**src/rtl/i2q2_computer_pkg.sv**
```systemverilog
// Shared definitions for the I^2+Q^2 power computer.
//   - Default accumulator/result widths. They must agree with the acquisition
//     controller's I2Q2_RANGE.
//   - FSM state encoding, exposed on the top-level dbg_state port.
//   - Tap select encoding (0/1/2 = early/prompt/late). It matches the
//     controller's i2q2_sel.
//   - Helpers that decode the 3-bit operand tag carried through the multiplier.
package i2q2_computer_pkg;

  localparam int ACC_WIDTH_DEF   = 20;
  localparam int I2Q2_WIDTH_DEF  = 2 * ACC_WIDTH_DEF;
  localparam int MULT_STAGES_DEF = 2;

  // Six operands per result: i_e, q_e, i_p, q_p, i_l, q_l.
  localparam int         NUM_OPERANDS = 6;
  localparam logic [2:0] LAST_OPERAND = 3'd5;

  typedef enum logic [1:0] {
    ST_IDLE    = 2'd0,
    ST_ISSUE   = 2'd1,
    ST_DRAIN   = 2'd2,
    ST_PUBLISH = 2'd3
  } state_t;

  localparam logic [1:0] TAP_EARLY  = 2'd0;
  localparam logic [1:0] TAP_PROMPT = 2'd1;
  localparam logic [1:0] TAP_LATE   = 2'd2;

  // Operand tag = issue index.
  //   tag[2:1] selects the tap.
  //   tag[0] distinguishes I (0, loads the sum) from Q (1, adds to the sum).
  function automatic logic [1:0] tag_to_tap(input logic [2:0] tag);
    return tag[2:1];
  endfunction

  function automatic logic tag_is_q(input logic [2:0] tag);
    return tag[0];
  endfunction

endpackage

```
**src/rtl/i2q2_computer_square_pipe.sv**
```systemverilog
// Shared squaring pipeline.
// It squares a signed accumulator dump and delivers the unsigned result
// MULT_STAGES cycles later. A valid bit and a 3-bit operand tag travel with
// the data.
// Ports:
//   clk, global_reset_n : clock, synchronous active-low reset
//   clear               : drops every in-flight valid bit (flush)
//   in_valid/in_tag/in_operand    : operand issue
//   out_valid/out_tag/out_square  : retired product
//
// Valid/ready contract: there is no backpressure.
//   - An operand presented with in_valid=1 is always accepted.
//   - It emerges with out_valid=1 exactly MULT_STAGES cycles later, unless
//     clear is asserted while it is in flight.
module i2q2_computer_square_pipe #(
  parameter int ACC_WIDTH   = 20,
  parameter int I2Q2_WIDTH  = 2 * ACC_WIDTH,
  parameter int MULT_STAGES = 2
) (
  input  logic                        clk,
  input  logic                        global_reset_n,
  input  logic                        clear,
  input  logic                        in_valid,
  input  logic [2:0]                  in_tag,
  input  logic signed [ACC_WIDTH-1:0] in_operand,
  output logic                        out_valid,
  output logic [2:0]                  out_tag,
  output logic [I2Q2_WIDTH-1:0]       out_square
);

  logic signed [I2Q2_WIDTH-1:0] op_ext;
  logic signed [I2Q2_WIDTH-1:0] square;

  // Sign-extend first so the product is formed from the signed operand.
  // The magnitude is at most 2^(2*ACC_WIDTH-2), so nothing is lost.
  assign op_ext = {{(I2Q2_WIDTH-ACC_WIDTH){in_operand[ACC_WIDTH-1]}}, in_operand};
  assign square = op_ext * op_ext;

  logic [MULT_STAGES-1:0] v_q;
  logic [2:0]             tag_q [MULT_STAGES];
  logic [I2Q2_WIDTH-1:0]  sq_q  [MULT_STAGES];

  always_ff @(posedge clk) begin
    if (!global_reset_n) begin
      v_q <= '0;
      for (int s = 0; s < MULT_STAGES; s++) begin
        tag_q[s] <= '0;
        sq_q[s]  <= '0;
      end
    end else begin
      v_q[0]   <= in_valid && !clear;
      tag_q[0] <= in_tag;
      sq_q[0]  <= $unsigned(square);
      for (int s = 1; s < MULT_STAGES; s++) begin
        v_q[s]   <= v_q[s-1] && !clear;
        tag_q[s] <= tag_q[s-1];
        sq_q[s]  <= sq_q[s-1];
      end
    end
  end

  assign out_valid  = v_q[MULT_STAGES-1];
  assign out_tag    = tag_q[MULT_STAGES-1];
  assign out_square = sq_q[MULT_STAGES-1];

endmodule

```
**src/rtl/i2q2_computer.sv**
```systemverilog
// I^2+Q^2 power computer for one channel.
// It captures the early/prompt/late I/Q dumps on accumulation_complete, then
// squares and sums them through one shared pipelined multiplier. All three
// powers are published together with a one-cycle i2q2_valid pulse and held
// until the next result.
// Ports:
//   clk, global_reset_n   : clock, synchronous active-low reset
//   accumulation_complete : strobe; the six dumps are valid this cycle
//   flush                 : abort in-flight and pending work
//   i_/q_{early,prompt,late}      : signed accumulator dumps
//   i2q2_{early,prompt,late}      : published powers, held between updates
//   i2q2_valid            : one-cycle strobe; new powers visible this cycle
//   busy                  : computation in progress or pending
//   overrun               : one-cycle strobe; pending capture was overwritten
//   dbg_state             : current FSM state
module i2q2_computer
  import i2q2_computer_pkg::*;
#(
  parameter int ACC_WIDTH   = ACC_WIDTH_DEF,
  parameter int I2Q2_WIDTH  = 2 * ACC_WIDTH,
  parameter int MULT_STAGES = MULT_STAGES_DEF
) (
  input  logic                        clk,
  input  logic                        global_reset_n,
  input  logic                        accumulation_complete,
  input  logic                        flush,
  input  logic signed [ACC_WIDTH-1:0] i_early,
  input  logic signed [ACC_WIDTH-1:0] q_early,
  input  logic signed [ACC_WIDTH-1:0] i_prompt,
  input  logic signed [ACC_WIDTH-1:0] q_prompt,
  input  logic signed [ACC_WIDTH-1:0] i_late,
  input  logic signed [ACC_WIDTH-1:0] q_late,
  output logic [I2Q2_WIDTH-1:0]       i2q2_early,
  output logic [I2Q2_WIDTH-1:0]       i2q2_prompt,
  output logic [I2Q2_WIDTH-1:0]       i2q2_late,
  output logic                        i2q2_valid,
  output logic                        busy,
  output logic                        overrun,
  output state_t                      dbg_state
);

  localparam int             DCW        = (MULT_STAGES > 1) ? $clog2(MULT_STAGES) : 1;
  localparam logic [DCW-1:0] DRAIN_LAST = DCW'(MULT_STAGES - 1);

  logic signed [ACC_WIDTH-1:0] cap_d  [NUM_OPERANDS];
  logic signed [ACC_WIDTH-1:0] pend_q [NUM_OPERANDS];
  logic signed [ACC_WIDTH-1:0] work_q [NUM_OPERANDS];

  state_t                state_q, state_d;
  logic                  pending_q, overrun_q;
  logic [2:0]            idx_q;
  logic [DCW-1:0]        drain_q;
  logic                  capture, transfer, publish_load;
  logic                  issue_valid;
  logic signed [ACC_WIDTH-1:0] issue_operand;
  logic                  pipe_valid;
  logic [2:0]            pipe_tag;
  logic [I2Q2_WIDTH-1:0] pipe_square;
  logic [I2Q2_WIDTH-1:0] sum_q [3];
  logic [I2Q2_WIDTH-1:0] sum_d [3];
  logic [I2Q2_WIDTH-1:0] early_q, prompt_q, late_q;

  assign cap_d[0] = i_early;
  assign cap_d[1] = q_early;
  assign cap_d[2] = i_prompt;
  assign cap_d[3] = q_prompt;
  assign cap_d[4] = i_late;
  assign cap_d[5] = q_late;

  // flush wins over a same-cycle strobe, which is dropped.
  assign capture  = accumulation_complete && !flush;
  assign transfer = (state_q == ST_IDLE) && pending_q && !flush;

  always_comb begin
    state_d      = state_q;
    issue_valid  = 1'b0;
    publish_load = 1'b0;
    case (state_q)
      ST_IDLE: begin
        if (pending_q) state_d = ST_ISSUE;
      end
      ST_ISSUE: begin
        issue_valid = 1'b1;
        if (idx_q == LAST_OPERAND) state_d = ST_DRAIN;
      end
      ST_DRAIN: begin
        // The last product retires in the final DRAIN cycle.
        // The outputs load from the next-sum value, so the new powers are
        // already visible in the PUBLISH cycle alongside i2q2_valid.
        if (drain_q == DRAIN_LAST) begin
          state_d      = ST_PUBLISH;
          publish_load = 1'b1;
        end
      end
      ST_PUBLISH: state_d = ST_IDLE;
      default:    state_d = ST_IDLE;
    endcase
    if (flush) begin
      state_d      = ST_IDLE;
      issue_valid  = 1'b0;
      publish_load = 1'b0;
    end
  end

  always_comb begin
    issue_operand = '0;
    case (idx_q)
      3'd0:    issue_operand = work_q[0];
      3'd1:    issue_operand = work_q[1];
      3'd2:    issue_operand = work_q[2];
      3'd3:    issue_operand = work_q[3];
      3'd4:    issue_operand = work_q[4];
      3'd5:    issue_operand = work_q[5];
      default: issue_operand = '0;
    endcase
  end

  i2q2_computer_square_pipe #(
    .ACC_WIDTH   (ACC_WIDTH),
    .I2Q2_WIDTH  (I2Q2_WIDTH),
    .MULT_STAGES (MULT_STAGES)
  ) u_square_pipe (
    .clk            (clk),
    .global_reset_n (global_reset_n),
    .clear          (flush),
    .in_valid       (issue_valid),
    .in_tag         (idx_q),
    .in_operand     (issue_operand),
    .out_valid      (pipe_valid),
    .out_tag        (pipe_tag),
    .out_square     (pipe_square)
  );

  // The I^2 product (even tag) loads the tap sum.
  // The Q^2 product (odd tag) adds to it.
  always_comb begin
    for (int t = 0; t < 3; t++) sum_d[t] = sum_q[t];
    if (pipe_valid) begin
      case (tag_to_tap(pipe_tag))
        TAP_EARLY:  sum_d[0] = tag_is_q(pipe_tag) ? sum_q[0] + pipe_square : pipe_square;
        TAP_PROMPT: sum_d[1] = tag_is_q(pipe_tag) ? sum_q[1] + pipe_square : pipe_square;
        TAP_LATE:   sum_d[2] = tag_is_q(pipe_tag) ? sum_q[2] + pipe_square : pipe_square;
        default:    ;
      endcase
    end
  end

  always_ff @(posedge clk) begin
    if (!global_reset_n) begin
      state_q   <= ST_IDLE;
      pending_q <= 1'b0;
      overrun_q <= 1'b0;
      idx_q     <= 3'd0;
      drain_q   <= '0;
      for (int i = 0; i < NUM_OPERANDS; i++) begin
        pend_q[i] <= '0;
        work_q[i] <= '0;
      end
      for (int t = 0; t < 3; t++) sum_q[t] <= '0;
      early_q   <= '0;
      prompt_q  <= '0;
      late_q    <= '0;
    end else begin
      state_q <= state_d;
      // Overwriting a pending capture is an overrun.
      // The exception is when the old data moves to the working buffer in
      // this same cycle: nothing is lost then.
      overrun_q <= capture && pending_q && !transfer;
      if (flush)         pending_q <= 1'b0;
      else if (capture)  pending_q <= 1'b1;
      else if (transfer) pending_q <= 1'b0;
      if (capture) begin
        for (int i = 0; i < NUM_OPERANDS; i++) pend_q[i] <= cap_d[i];
      end
      if (transfer) begin
        for (int i = 0; i < NUM_OPERANDS; i++) work_q[i] <= pend_q[i];
      end
      idx_q   <= (state_q == ST_ISSUE && state_d == ST_ISSUE) ? idx_q + 3'd1 : 3'd0;
      drain_q <= (state_q == ST_DRAIN && state_d == ST_DRAIN) ? drain_q + DCW'(1) : '0;
      for (int t = 0; t < 3; t++) sum_q[t] <= sum_d[t];
      if (publish_load) begin
        early_q  <= sum_d[0];
        prompt_q <= sum_d[1];
        late_q   <= sum_d[2];
      end
    end
  end

  assign i2q2_early  = early_q;
  assign i2q2_prompt = prompt_q;
  assign i2q2_late   = late_q;
  assign i2q2_valid  = (state_q == ST_PUBLISH);
  assign busy        = (state_q != ST_IDLE) || pending_q;
  assign overrun     = overrun_q;
  assign dbg_state   = state_q;

endmodule
```
**config.mk**
```make
export PLATFORM = sky130hd
export DESIGN_NAME = i2q2_computer
export DESIGN_NICKNAME = d
export VERILOG_FILES = /design/src/rtl/i2q2_computer_pkg.sv /design/src/rtl/i2q2_computer_square_pipe.sv /design/src/rtl/i2q2_computer.sv
export SDC_FILE = /design/constraint.sdc
export NUM_CORES = 2
export LEC_CHECK = 0
export BUFFER_PORTS_ARGS = -buffer_cell sky130_fd_sc_hd__buf_2
export CAP_MARGIN = 20
export CORE_ASPECT_RATIO = 1.25
export CORE_UTILIZATION = 60
export CTS_CLUSTER_DIAMETER = 150
export DETAILED_ROUTE_END_ITERATION = 12
export PLACE_DENSITY = 0.75
export SETUP_SLACK_MARGIN = 0.2
export SLEW_MARGIN = 20
export SYNTH_ARGS = -nofsm -noshare
export SYNTH_HDL_FRONTEND = slang
export SYNTH_SLANG_ARGS = --single-unit
```
**constraint.sdc**
```tcl
create_clock -name clk -period 37.3 [get_ports clk]
set_clock_uncertainty 0.1 [all_clocks]
set_input_delay 7.46 -clock clk [delete_from_list [all_inputs] [get_ports clk]]
set_output_delay 7.46 -clock clk [all_outputs]
set_load 0.05 [all_outputs]
```
Yosys cells after proc, flatten, opt, wreduce, memory -nomap -nowiden
Memories as Yosys holds them, arrays and structs flattened.
Cells that the tools add are included.
{ "word_totals": {"reg_bits": 130, "latch_bits": 0, "mem_bits_rw": 446, "rom_bits": 0, "input_bits": 124, "elab_cells": 119, "mem_count": 5} }
{ "memory_table": {"columns": ["name", "depth", "word_bits", "rd", "rd_clocked_by_memory_dff", "wr", "line_no", "text"], "rows": [
  ["pend_q", 6, 20, 6, 0, 6, "i2q2_computer.sv:46", "logic signed [ACC_WIDTH-1:0] pend_q [NUM_OPERANDS];"],
  ["sum_q", 3, 40, 3, 0, 3, "i2q2_computer.sv:59", "logic [I2Q2_WIDTH-1:0] sum_q [3];"],
  ["work_q", 6, 20, 6, 0, 6, "i2q2_computer.sv:47", "logic signed [ACC_WIDTH-1:0] work_q [NUM_OPERANDS];"],
  ["u_square_pipe.sq_q", 2, 40, 2, 0, 2, "i2q2_computer_square_pipe.sv:41", "logic [I2Q2_WIDTH-1:0] sq_q [MULT_STAGES];"],
  ["u_square_pipe.tag_q", 2, 3, 2, 0, 2, "i2q2_computer_square_pipe.sv:40", "logic [2:0] tag_q [MULT_STAGES];"]
]} }
{ "op_classes": {"add_sub_neg": 5, "mul": 1, "div_mod_pow": 0, "order_cmp": 0, "n_eq_ne": 12, "n_shift": 0, "mux": 47, "bitwise_logic": 20, "reduce_logical": 20} }
{ "op_table": {"columns": ["cell", "n"], "rows": [
  ["2-to-1 mux 40 bit", 11],
  ["2-to-1 mux 20 bit", 12],
  ["adder 40 bit", 3],
  ["2-to-1 mux 120 bit", 1],
  ["case mux 20 bit (6 select lines)", 1],
  ["multiplier 20 x 20 -> 40 bit", 1],
  ["OR 1 bit", 19],
  ["2-to-1 mux 1 bit", 15],
  ["logical AND 1 bit", 9],
  ["equality test 2 bit, second input constant", 4],
  ["2-to-1 mux 2 bit", 4],
  ["case mux 2 bit (4 select lines)", 1],
  ["equality test 2 x 1 -> 1 bit, second input constant", 3],
  ["equality test 3 x 2 -> 1 bit, second input constant", 2],
  ["equality test 3 bit, second input constant", 2],
  ["2-to-1 mux 3 bit", 2],
  ["logical NOT 2 bit", 2],
  ["AND reduction 2 bit", 2],
  ["nonzero test 2 bit", 2],
  ["adder 3 x 1 -> 3 bit, second input constant", 1],
  ["equality test 3 x 1 -> 1 bit, second input constant", 1],
  ["logical NOT 3 bit", 1],
  ["logical NOT 1 bit", 2],
  ["OR reduction 2 bit", 1],
  ["other kinds (3)", 3]
]} }

Longest topological paths before layout
{ "logic_depth": {"depth_word": 7, "ltp_mapped": 37} }

Cells and area by module
Synthesis repeated with hierarchy kept, for this count alone.
{ "hier_totals": {"cells_unflattened": 4379, "area_unflattened_um2": 41785.1} }
{ "modules_own_cells": {"columns": ["mod", "n_inst", "cells_each", "area_each_um2"], "rows": [
  ["i2q2_computer", 1, 2727, 25812.3],
  ["i2q2_computer_square_pipe", 1, 1652, 15972.8]
]} }

Worst setup path after synthesis
Ideal clock, no wire load.
{ "synth_timing": {"kind": "input -> register", "from": "in accumulation_complete", "to": "mem pend_q[0][0], enable pin", "t_arrival_ps": 16200, "required_time_ps": 36435, "slack_ps": 20236, "stages": 3, "n_path_buf": 1, "path_cell_list": "clkbuf_1 inv_1 o21ai_0"} }
{ "synth_rtl": {"columns": ["element", "line_no", "text"], "rows": [
  ["start, declared", "i2q2_computer.sv:25", "input logic accumulation_complete,"],
  ["end, declared", "i2q2_computer.sv:46", null]
]} }

==> impl_metrics.yaml <==
run_status:
  outcome: "complete, no violations"
final_layout:
  syn_to_final_growth_pct: 9.00
  nets: 5138
  final_layout_size_suffix_gt1_frac: 0.0985
  finalNonFillerCells: 5313
setup_path:
  required_ns: 37.71
  crit_cells: 31
  critical_path.slowest_cell: "clkinv_1"
  critPathBufInv: 9
  r2r_start: "idx_q[0]$_SDFF_PN0_"
  r2r_cells: 31
  reg2reg_to: "u_square_pipe.sq_q[0][37]$_SDFF_PN0_"
  startpoint: "idx_q[0]$_SDFF_PN0_"
  r2r_slack_ns: 27.23
  crit_type: "reg2reg"
  cp.arrival_ns: 10.48
  slowest_delay_ns: 0.74
  crit_family: "adder cells"
  worst_setup_path_start_kind: "flip-flop"
  end_kind: "flip-flop"
  endpoint: "u_square_pipe.sq_q[0][37]$_SDFF_PN0_"
  critPathMaxFanout: 33
grt:
  grt_pass1_vias: 31100
  overflow: 0
  grt_pass1_wl_mm: 161
  grt_usage: 0.292
  antenna_found_initial: 1
  grt_max_degree: 153
placed_design:
  dpl.cell_count: 5209
  pre_cts_ws_ns: 26.99
  globalplace.congestion: 0.984
  numPortBuffers: 248
  dp_hpwl_mm: 74.6
clock_network:
  ctsHoldBuffers: 0
  clk-insertion-delay-late_ns: 0.66
  numCtsBuffers: 56
  cts.repair.resized: 0
  cts_root_buffer: "clkbuf_16"
  cts_tree: "yes"
  cts_buffer_depth: 3
  post-cts-setup-buffers: 0
  cts_num_sinks: 574
  ctsHtreeMaxLevel: 2
  clk_pin_slew_worst_paths_ns: 0.07
floorplan:
  die-area_um2: 69200
  core-area_um2: 67100
  die_h_um: 294
  ioPinCount: 249
  rows: 106
  initial_core_util: 0.609
  die_w_um: 236
detailed_routing:
  vias: 31000
  avgRoutedWirePerCell_um: 18.8
  dr.first_iter.drc_count: 1917
  detail-route-antenna-nets: 0
  first_pass_iters: 5
  post_drt_via_cell_ratio: 5.83
  drc: 0
  finalWirelength_mm: 100
timing:
  drv_slew: 0
  setup_violations: 0
  tightestPinTransition_ns: 1.14
  fmax_mhz: 99.3
  setup_tns_ns: 0
  max_slew_margin: 0.242
  final_hold_viol_count: 0
  rsz0062_at_grt: "false"
  finalCriticalPeriod_ns: 10.07
  period_share: 0.270
  fin_ws_ns: 27.23
synthesis:
  synth_area_um2: 40900
  synth_common_cells: "inv_1 (484), nor2_1 (394), fa_1 (386), dfxtp_1 (334), nand2_1 (323)"
  synth_area_leader_cell: "fa_1"
  ys_warn_count: 0
  synth_most_common_cell: "inv_1"
  synth_ff_type: "dfxtp_1"
  synth_edf_count: 240
  synth.area.top_cells: "fa_1 (19%), edfxtp_1 (18%), dfxtp_1 (16%)"
  synth_top_area_frac: 0.189
  ys_async_sr_fraction: 0
  syn_inst: 4280
  ys_ff_latch: 574
  yosysUniqueCellTypes: 90
  avgSynthCellArea_um2: 9.56
  syn-num-nets: 5015
  seq_area_frac_synth: 0.340
pwr:
  leakagePower_nw: 20.8
  pwr_density_cell_nw_per_um2: 55.7
  irDropWorstVdd_uv: 52.9
worst_hold_path:
  hold_path.startpoint: "u_square_pipe.sq_q[0][24]$_SDFF_PN0_"
  hold_path_class: "reg2reg"
flow_run:
  cap_violations: 0
## state kept, by name, indices dropped and copies added, names as in the netlist
name / count
dbg_state: 2
drain_q: 1
i2q2_early: 40
i2q2_late: 40
i2q2_prompt: 40
idx_q: 3
overrun: 1
pend_q: 120
pending_q: 1
sum_q: 120
u_square_pipe.sq_q: 78
u_square_pipe.tag_q: 6
u_square_pipe.v_q: 2
work_q: 120
## layer usage
layer | vias to the layer above | wire length [um] | GRT usage
met5 | - | 0 | 0
li1 | 14800 | - | -
met1 | 15000 | 40900 | 0.369
met2 | 1033 | 49600 | 0.512
met4 | 0 | 4230 | 0.125
met3 | 228 | 5410 | 0.0287
## where the power goes
group	switching [mW]	internal (mW)	total, mW
combinational	0.686	0.512	1.20
sequential	0.0242	0.702	0.727
clock	0.251	0.307	0.558
total	0.962	1.52	2.48
## cells in the final DEF (no fill, tap or decap), drive strengths merged, types with 79 or more instances in the layout
cell	count
nand3	87
o21ai	136
nor2	394
xnor2	89
ha	225
edfxtp	240
and3	151
and2	185
dfxtp	334
nand2	323
buf	286
a21oi	285
a211oi	79
fa	386
inv	490
## metrics by stage
stage	hold WS, ns	util	total power [mW]	area [um^2]
6_report	0.260	0.664	2.48	44600
5_1_grt	0.287	0.664	2.69	44600
4_1_cts	0.257	0.664	2.49	44600
3_5_place_dp	0.317	0.637	1.93	42800
3_3_place_gp	0.314	0.637	1.90	42800
2_1_floorplan	0.306	-	1.67	40900
## cell type report
class	count	area, um^2
multi-input cells	2996	24400
fillers	5372	22500
flip-flops and latches	574	13900
inverters	489	1840
repair buffers	286	1540
clock buffers	70	1480
well taps	864	1080
clock inverters	33	342
diodes	1	2.50
## logic make-up after synthesis
group	after synthesis	share of synthesized area
AO/OA/AOI/OAI	871	0.140
XOR/XNOR	128	0.0274
adder cells (fa/ha/maj)	611	0.258
buffers and inverters	710	0.0654
flip-flops	574	0.340
multiplexers	38	0.00979
AND/OR/NAND/NOR	1348	0.160
## worst reg2reg max path, delay by kind of cell, from the launching register on
kind            cells  cell delay (ns)
compound gates      5             1.89
fa+ha+maj           9             3.99
buf+inv             9             1.45
flops               1             0.40
simple gates        8             2.08
## how the worst min path moves through the flow
stage,to,slack [ns],cells past startpoint
after detailed placement,u_square_pipe.sq_q[0][49]$_SDFF_PN0_,0.32,1
after floorplan,u_square_pipe.v_q[1]$_SDFF_PN0_,0.31,1
after global routing,u_square_pipe.sq_q[0][64]$_SDFF_PN0_,0.29,1
after global placement,u_square_pipe.sq_q[0][52]$_SDFF_PN0_,0.31,1
after CTS,u_square_pipe.sq_q[0][64]$_SDFF_PN0_,0.26,1
final,u_square_pipe.sq_q[0][64]$_SDFF_PN0_,0.26,1
Note: power is estimated with default switching activity, not from simulation.
